--- src/rtl/fetch_unit.sv ---
// Instruction fetch stage: pc register feeding a 2-entry {pc, instr} FIFO toward decode.
// Redirect clears the FIFO and reloads pc; decode pops with if_valid/if_ready.
module fetch_unit #(
  parameter logic [31:0] RESET_PC = 32'h0000_0000
) (
  input  logic        clk,
  input  logic        rst_n,
  input  logic        fetch_en,
  output logic [7:0]  imem_addr,
  input  logic [31:0] imem_data,
  input  logic        redirect_valid,
  input  logic [31:0] redirect_pc,
  output logic        if_valid,
  input  logic        if_ready,
  output logic [31:0] if_instr,
  output logic [31:0] if_pc
);

  typedef enum logic [1:0] {
    EMPTY = 2'd0,
    ONE   = 2'd1,
    FULL  = 2'd2
  } occ_t;

  occ_t        occ;
  logic [31:0] pc;
  logic [31:0] head_pc, head_instr;
  logic [31:0] tail_pc, tail_instr;
  logic        pop, push;
  logic        redirect_lsb_unused;

  assign redirect_lsb_unused = ^redirect_pc[1:0];

  assign if_valid  = (occ != EMPTY);
  assign if_pc     = head_pc;
  assign if_instr  = head_instr;
  assign imem_addr = pc[9:2];

  assign pop  = if_valid && if_ready;
  assign push = fetch_en && !redirect_valid && ((occ != FULL) || pop);

  always_ff @(posedge clk or negedge rst_n) begin
    if (!rst_n) begin
      occ        <= EMPTY;
      pc         <= RESET_PC;
      head_pc    <= '0;
      head_instr <= '0;
      tail_pc    <= '0;
      tail_instr <= '0;
    end else if (redirect_valid) begin
      occ <= EMPTY;
      pc  <= {redirect_pc[31:2], 2'b00};
    end else begin
      if (push) pc <= pc + 32'd4;
      case (occ)
        EMPTY: begin
          if (push) begin
            head_pc    <= pc;
            head_instr <= imem_data;
            occ        <= ONE;
          end
        end
        ONE: begin
          // With a simultaneous pop the new word replaces the head directly.
          if (push && pop) begin
            head_pc    <= pc;
            head_instr <= imem_data;
          end else if (push) begin
            tail_pc    <= pc;
            tail_instr <= imem_data;
            occ        <= FULL;
          end else if (pop) begin
            occ <= EMPTY;
          end
        end
        FULL: begin
          if (pop) begin
            head_pc    <= tail_pc;
            head_instr <= tail_instr;
            if (push) begin
              tail_pc    <= pc;
              tail_instr <= imem_data;
            end else begin
              occ <= ONE;
            end
          end
        end
        default: occ <= EMPTY;
      endcase
    end
  end

endmodule

--- config.mk ---
export PLATFORM = sky130hd
export DESIGN_NAME = fetch_unit
export DESIGN_NICKNAME = d
export VERILOG_FILES = /design/src/rtl/fetch_unit.sv
export SDC_FILE = /design/constraint.sdc
export NUM_CORES = 1
export LEC_CHECK = 0
export ABC_AREA = 1
export CORE_MARGIN = 5
export CORE_UTILIZATION = 50
export DETAILED_ROUTE_END_ITERATION = 8
export GPL_TIMING_DRIVEN = 1
export HOLD_SLACK_MARGIN = 0.03
export PLACE_DENSITY = 0.77
export SETUP_SLACK_MARGIN = 0.1
export SLEW_MARGIN = 5
export SYNTH_ARGS = -nofsm -noshare
export SYNTH_HDL_FRONTEND = slang
export SYNTH_SLANG_ARGS = --single-unit
--- constraint.sdc ---
create_clock -name clk -period 2.5 [get_ports clk]
set_input_delay 0.625 -clock clk [delete_from_list [all_inputs] [get_ports clk]]
set_output_delay 0.625 -clock clk [all_outputs]
set_load 0.02 [all_outputs]
==> flow_metrics.py, run 1 <==
metrics = {
    "route": {
        "dr.pass1.iters": 8,
        "routed-via-count": 6914,
        "highest_layer": "met4",
        "vias_per_cell": 5.17,
        "met1_length_mm": 9.15,
        "routed_wl_mm": 20.3,
        "wl_met3_mm": 1.32,
        "drt_iter0_markers": 508,
        "wl_met2_mm": 9.39,
        "drc": 0,
        "postRouteAntennaNets": 0,
        "routedWlPerCell_um": 15.2,
    },
    "critical_path": {
        "worst-path-buf-inv": 1,
        "critPathArrivalTime_ns": 1.69,
        "crit_family": "buffers and inverters",
        "worstSetupEndpointType": "primary output",
        "slowest_stage": "clkdlybuf4s50_1",
        "start_kind": "flop",
        "crit_required_ns": 1.88,
        "cp_cell_sequence": "clkdlybuf4s50_1",
        "slowest_delay_ns": 0.69,
        "criticalPathCategory": "reg -> out",
        "crit_fanout": 11,
    },
    "cts": {
        "clk_latency_ns": 0.42,
        "tritoncts": "done",
        "clock-root-buffer": "clkbuf_16",
        "clk_path_buf_depth": 2,
        "postCtsHoldBufs": 0,
        "cts.clk_slew.worst_paths_ns": 0.06,
        "cts_made_buffers": 17,
        "cts.sinks": 156,
        "htreeDepth": 4,
    },
    "finish": {
        "diodes": 0,
        "stdcell_count": 1338,
        "final_util": 0.653,
        "area_growth_pct": 27.3,
        "drive_gt1_frac": 0.0648,
        "nets": 1184,
        "num-fill-cells": 1318,
    },
    "sta": {
        "max_slew_margin": 0.658,
        "worst_pin_slew_ns": 0.510,
        "whs_ns": 0.108,
        "skew_ns": 0.00780,
        "hold_viol": 0,
        "maxClockFrequency_mhz": 431,
        "tns_ns": 0,
        "slew_viol_final": 0,
        "setup_violations": 0,
        "rsz0062_at_grt": "no",
        "fin_crit_sh": 0.927,
        "fin_crit_ns": 2.32,
    },
    "place": {
        "hpwl_mm": 14.3,
        "place_inst": 1306,
        "portBuffers": 137,
        "gp_congestion": 0.938,
    },
    "pwr": {
        "powerDensity_mw_per_mm2": 1080,
        "leakagePower_nw": 5.00,
        "ir_worst_vdd_mv": 0.540,
    },
    "synthesis": {
        "yosys-top-cells-count": "390 x nand2_1, 156 x dfrtp_1, 91 x nand3_1",
        "async_flop_share": 1.00,
        "yosysMostFrequentCell": "nand2_1",
        "synth_area_leaders": "dfrtp_1 50%, nand2_1 19%, nand3_1 5.8%",
        "yosysTopAreaCell": "dfrtp_1",
        "synth_top_area_share": 0.498,
        "synth_top_family_by_area": "simple AND/OR/NAND/NOR gates",
        "syn_inst": 996,
        "synth-xor-area-share": 0.00671,
        "yosysSeqAreaShare": 0.498,
        "synth_flop_cell": "dfrtp_1",
        "synth_simple_gate_area_frac": 0.289,
        "yosys.area_share.adder": 0.00160,
        "synth.distinct_cells": 31,
        "synth_compound_area_frac": 0.0802,
        "synth-seq-cells": 156,
        "synth_area_mm2": 0.00783,
        "synthMuxAreaShare": 0.0498,
        "synth-edff-count": 0,
        "avgSynthCellArea_um2": 7.87,
        "ys_warn_count": 0,
    },
    "global_route": {
        "grt_pass1_wl_mm": 33.7,
        "antenna_found_initial": 0,
        "grt_pass1_vias": 6706,
        "grt_max_degree": 64,
        "grt_usage": 0.230,
        "grt_remaining_overflow": 0,
    },
    "floorplan": {
        "die_area_mm2": 0.0183,
        "ioPinCount": 142,
        "die_x_um": 135,
        "core-area_mm2": 0.0153,
        "rows": 45,
        "die_y_um": 135,
        "start_util": 0.513,
    },
    "flow_run": {
        "drv_cap": 0,
    },
    "hold_path": {
        "hold_class": "in -> async",
    },
    "status": {
        "status": "finished, final reports clean",
    },
}
[flip-flops by register name, indices dropped and copies added (netlist names)]
| name | count |
|---|---|
| if_instr | 32 |
| occ | 2 |
| tail_pc | 30 |
| pc | 30 |
| tail_instr | 32 |
| if_pc | 30 |
[placed cells by master (no fill, tap or decap), types with 8 or more instances in the layout]
cell type	netlist	layout
buf_12	0	8
buf_4	20	13
clkbuf_16	0	17
clkdlybuf4s50_1	0	136
dfrtp_1	156	154
inv_1	52	52
mux2i_1	39	39
nand2_1	390	389
nand3_1	91	90
nor2_1	63	63
o21ai_0	49	49
o21ai_1	58	58
[worst register-to-register path, cell delays in order, from the launching register on]
cell     delay, ns
dfrtp_1       0.52
ha_1          0.33
nand3_1       0.10
nor2_1        0.42
and2_1        0.27
nand3_1       0.09
nand3_1       0.10
nand2_1       0.05
[logic make-up (layout without fill, tap and decap cells)]
group	Yosys count	after routing
AND/OR/NAND/NOR	558	558
flip-flops	156	156
AO/OA/AOI/OAI	120	120
buffers and inverters	115	245
multiplexers	39	39
XOR/XNOR	6	6
adder cells (fa/ha/maj)	1	1
other	1	2
[stage by stage]
stage	cell area, um^2	setup slack, ns	power, mW
4_1_cts	9970	0.120	10.9
5_1_grt	9970	0.149	11.5
6_report	9970	0.182	10.8
2_1_floorplan	7840	0.722	6.56
3_5_place_dp	9380	0.185	8.29
3_3_place_gp	9380	0.212	8.15
[per-layer routing]
layer / vias to the layer above / GRT usage
met5: - / 0
met4: 0 / 0.0750
met3: 28 / 0.0431
met2: 238 / 0.365
met1: 3226 / 0.322
li1: 3422 / -
[repair_timing]
item                       CTS  global route
resized for setup            0             2
buffers inserted             0             0
setup endpoints to repair    0             1
[power breakdown]
part	internal (mW)	leakage, nW	total [mW]	switching (mW)
logic	1.80	2.78	4.03	2.23
registers	3.55	1.93	4.21	0.653
clock network	1.54	0.295	2.56	1.02
total	6.90	5.00	10.8	3.90
[final timing paths]
path / from / to / slack, ns / cells after the start
max in group asynchronous: rst_n / occ[1] / 1.72 / 2
worst min-delay path: rst_n / if_instr[24] / 0.11 / 1
worst max register to register: pc[3] / pc[16] / 0.51 / 7
min in group clk: if_instr[16] / if_instr[16] / 0.49 / 2
worst max-delay path: pc[4] / imem_addr[2] / 0.18 / 1
worst min register to register: if_instr[16] / if_instr[16] / 0.49 / 2
[area by class of cell]
class / count / area (um^2) / area share
Clock buffer: 20 / 467 / 0.0468
Clock inverter: 12 / 120 / 0.0120
Inverter: 55 / 209 / 0.0210
Multi-Input combinational cell: 726 / 3370 / 0.338
Sequential cell: 156 / 3910 / 0.392
Tap cell: 211 / 264 / 0.0265
Timing Repair Buffer: 158 / 1630 / 0.164
No activity file was read; power rests on OpenSTA's default activity.
==> inputs of run 2 (changes only) <==
Clock period 2.5 ns to 3 ns, I/O delays scaled along.
==> flow_metrics.py, run 2 (synthesis gave the netlist of run 1 again) <==
metrics = {
    "pwr": {
        "netSwitchingFraction": 0.357,
        "combPwrFrac": 0.365,
        "leakagePower_nw": 4.97,
        "p_sw_mw": 3.25,
        "clkPwrFrac": 0.251,
        "seq_power_share": 0.384,
        "ir_worst_vdd_mv": 0.438,
        "p_int_mw": 5.86,
        "powerDensity_mw_per_mm2": 916,
    },
    "sta": {
        "maxClockFrequency_mhz": 403,
        "fin_crit_ns": 2.48,
        "worst_pin_slew_ns": 0.731,
        "fin_crit_sh": 0.826,
        "skew_ns": 0.00933,
        "rsz0062_at_grt": "no",
        "hold_viol": 0,
        "tns_ns": 0,
        "fin_ws_ns": 0.521,
        "whs_ns": 0.268,
        "slew_viol_final": 0,
        "max_slew_margin": 0.513,
        "setup_violations": 0,
    },
    "cts": {
        "postCtsHoldBufs": 0,
        "cts.clk_slew.worst_paths_ns": 0.06,
        "htreeDepth": 4,
        "cts_resized": 0,
        "cts_setup_buffers": 0,
        "cts_made_buffers": 17,
        "clock-root-buffer": "clkbuf_16",
        "cts.sinks": 156,
        "tritoncts": "done",
        "clk_latency_ns": 0.42,
        "clk_path_buf_depth": 2,
    },
    "global_route": {
        "grt_max_degree": 125,
        "grt_pass1_wl_mm": 33.0,
        "antenna_found_initial": 0,
        "grt_remaining_overflow": 0,
        "grt_pass1_vias": 6492,
        "grt_usage": 0.226,
    },
    "critical_path": {
        "critPathArrivalTime_ns": 1.73,
        "crit_fanout": 5,
        "rr_worst_depth": 7,
        "crit_required_ns": 2.25,
        "rrSetupSlack_ns": 0.97,
        "worstSetupEndpointType": "primary output",
        "r2r-start": "pc[4]",
        "start_kind": "flop",
        "timing.rr.end": "pc[15]",
        "criticalPathCategory": "reg -> out",
    },
    "finish": {
        "final_common_cell": "nand2_1",
        "diodes": 0,
        "nets": 1178,
        "final_cell_mix": "389 x nand2_1, 156 x dfrtp_1, 136 x clkdlybuf4s50_1",
        "num-fill-cells": 1310,
        "area_growth_pct": 26.8,
        "drive_gt1_frac": 0.0562,
        "final_util": 0.651,
    },
    "floorplan": {
        "die_area_mm2": 0.0183,
        "die_x_um": 135,
        "ioPinCount": 142,
        "start_util": 0.513,
        "rows": 45,
        "die_y_um": 135,
        "core-area_mm2": 0.0153,
    },
    "route": {
        "vias_per_cell": 5.25,
        "routed_wl_mm": 20.5,
        "drc": 0,
        "postRouteAntennaNets": 0,
        "routed-via-count": 6997,
        "drt_iter0_markers": 764,
        "dr.pass1.iters": 6,
        "routedWlPerCell_um": 15.4,
    },
    "flow_run": {
        "drv_cap": 0,
    },
    "status": {
        "status": "finished, final reports clean",
    },
    "place": {
        "preCtsSetupSlack_ns": 0.401,
        "gp_congestion": 0.937,
        "hpwl_mm": 13.9,
        "portBuffers": 137,
    },
    "hold_path": {
        "hold_class": "in -> async",
    },
}
[run 2: changes by cell type in the layout (fill, tap and decap cells not counted), sizes merged]
cell,before,now
buf,22,16
clkinv,9,4
bufinv,2,4
clkinvlp,1,3
clkbuf,20,21
[run 2: how the worst max path moves through the flow]
stage | to | from | cells after the start
floorplan | if_instr[0] | redirect_valid | 9
detailed placement | occ[1] | fetch_en | 10
global route | if_valid | occ[1] | 3
global placement | occ[1] | fetch_en | 10
CTS | if_valid | occ[0] | 3
finish | if_valid | occ[0] | 3
[run 2: cell type report]
type	instances	area [um^2]	share of cell area
Clock buffer	21	460	0.0463
Tap cell	211	264	0.0266
Sequential cell	156	3900	0.393
Inverter	55	209	0.0210
Multi-Input combinational cell	726	3370	0.339
Timing Repair Buffer	152	1560	0.157
Clock inverter	11	166	0.0167
[run 2: through the flow]
step	total power, mW	area (um^2)	cells
detailed placement	6.85	9310	1300
CTS	9.15	9940	1332
global placement	6.73	9310	1300
global route	9.64	9940	1332
finish	9.11	9940	1332
floorplan	5.47	7840	997
[run 2: layer usage]
layer	share of wire	global-route usage	routed length (um)
met5	0	0	0
met4	0.024	0.0829	490
met3	0.059	0.0386	1200
met2	0.46	0.347	9440
met1	0.46	0.324	9380
[run 2: power groups by stage]
stage	registers, mW	clock network (mW)	logic, mW
floorplan	3.88	0	1.59
global placement	3.49	0	3.25
detailed placement	3.52	0	3.33
CTS	3.49	2.30	3.36
global route	3.60	2.40	3.65
finish	3.50	2.28	3.32
[run 2: critical path: stages (launching register included)]
cell and delay (ns):
dfrtp_1 0.47, inv_2 0.12, nand2_2 0.11, clkdlybuf4s50_1 0.61
==> inputs of run 3 (changes only) <==
Clock period 3 ns to 2.35 ns, I/O delays scaled along.
==> flow_metrics.py, run 3 (synthesis gave the netlist of run 1 again) <==
metrics = {
    "cts": {
        "htreeDepth": 4,
        "cts.sinks": 156,
        "cts_made_buffers": 17,
        "clock-root-buffer": "clkbuf_16",
        "cts.clk_slew.worst_paths_ns": 0.06,
        "clk_latency_ns": 0.42,
        "tritoncts": "done",
        "postCtsHoldBufs": 0,
        "clk_path_buf_depth": 2,
    },
    "route": {
        "routedWlPerCell_um": 15.0,
        "drc": 0,
        "vias_per_cell": 5.18,
        "drt_iter0_markers": 640,
        "postRouteAntennaNets": 0,
        "routed_wl_mm": 20.1,
        "routed-via-count": 6947,
        "dr.pass1.iters": 5,
    },
    "sta": {
        "fin_crit_ns": 2.18,
        "hold_viol": 0,
        "skew_ns": 0.00822,
        "fin_ws_ns": 0.165,
        "slew_viol_final": 0,
        "setup_violations": 0,
        "worst_pin_slew_ns": 0.499,
        "maxClockFrequency_mhz": 458,
        "rsz0062_at_grt": "no",
        "tns_ns": 0,
        "max_slew_margin": 0.666,
        "fin_crit_sh": 0.930,
    },
    "floorplan": {
        "die_area_mm2": 0.0183,
        "core-area_mm2": 0.0153,
        "rows": 45,
        "die_y_um": 135,
        "start_util": 0.513,
        "die_x_um": 135,
        "ioPinCount": 142,
    },
    "critical_path": {
        "cp_cell_sequence": "clkdlybuf4s50_1",
        "slowest_delay_ns": 0.67,
        "slowest_stage": "clkdlybuf4s50_1",
        "criticalPathCategory": "reg -> out",
        "crit_required_ns": 1.76,
        "critPathLaunch": "pc[3]",
        "critPathArrivalTime_ns": 1.60,
        "crit_fanout": 7,
        "rr_worst_depth": 7,
        "r2r-start": "pc[3]",
        "worstSetupEndpointType": "primary output",
        "start_kind": "flop",
        "crit_family": "buffers and inverters",
        "crit_cells": 1,
        "worst-path-buf-inv": 1,
    },
    "pwr": {
        "ir_worst_vdd_mv": 0.627,
        "design_power_total_mw": 11.2,
        "powerDensity_mw_per_mm2": 1130,
        "leakagePower_nw": 4.98,
    },
    "flow_run": {
        "drv_cap": 0,
    },
    "global_route": {
        "grt_pass1_wl_mm": 32.9,
        "antenna_found_initial": 0,
        "grt_remaining_overflow": 0,
        "grt_usage": 0.224,
        "grt_max_degree": 52,
        "grt_pass1_vias": 6533,
    },
    "finish": {
        "nets": 1188,
        "final_util": 0.653,
        "ff_latch_area_mm2": 0.00391,
        "multi_input_area_mm2": 0.00337,
        "stdcell_count": 1342,
        "final_common_cell": "nand2_1",
        "final_cell_mix": "389 x nand2_1, 151 x dfrtp_1, 135 x clkdlybuf4s50_1",
        "num-fill-cells": 1282,
        "drive_gt1_frac": 0.0690,
        "area_growth_pct": 27.1,
        "diodes": 0,
    },
    "place": {
        "hpwl_mm": 14.3,
        "gp_congestion": 0.926,
        "place_inst": 1310,
        "portBuffers": 137,
        "preCtsSetupSlack_ns": 0.00281,
    },
    "hold_path": {
        "hold_class": "in -> async",
    },
    "status": {
        "status": "finished, final reports clean",
    },
}
==> run 3: changes by cell type in the layout (fill, tap and decap cells not counted), sizes merged <==
cell	before	now
bufinv	4	0
clkinvlp	3	5
clkinv	4	6
dlygate4sd2	0	1
buf	16	26
clkdlybuf4s50	136	135
==> run 3: layer usage <==
metal  global-route usage  part of all wire
met3               0.0420             0.068
met1                0.315              0.45
met4               0.0823             0.025
met5                    0                 0
met2                0.349              0.46
==> run 3: path summary, 6_finish.rpt <==
kind	to	slack, ns
max in group asynchronous	occ[1]	1.55
min reg2reg	if_instr[10]	0.49
max reg2reg	pc[16]	0.40
max	imem_addr[1]	0.17
min	if_instr[24]	0.11
min in group clk	if_instr[10]	0.49
==> run 3: stage by stage <==
step	hold WS [ns]	instance area, um^2
floorplan	0.292	7840
global placement	0.468	9420
detailed placement	0.477	9420
CTS	0.115	9960
global route	0.120	9960
finish	0.106	9960
==> run 3: timing repair <==
action | 4_1_cts | 5_1_grt
setup endpoints to repair | 3 | 2
resized for setup | 4 | 2
buffers inserted | 0 | 0
==> run 3: cell type report <==
cell class                      count  share of cell area
Inverter                           55              0.0210
Timing Repair Buffer              162               0.168
Clock inverter                     11             0.00716
Sequential cell                   156               0.393
Clock buffer                       21              0.0462
Tap cell                          211              0.0265
Multi-Input combinational cell    726               0.339
==> run 3: where the power goes <==
part | switching, mW | leakage, nW | total [mW] | internal, mW
Combinational | 2.36 | 2.81 | 4.28 | 1.92
Clock | 1.07 | 0.251 | 2.46 | 1.40
Sequential | 0.700 | 1.93 | 4.48 | 3.78
Total | 4.13 | 4.98 | 11.2 | 7.10
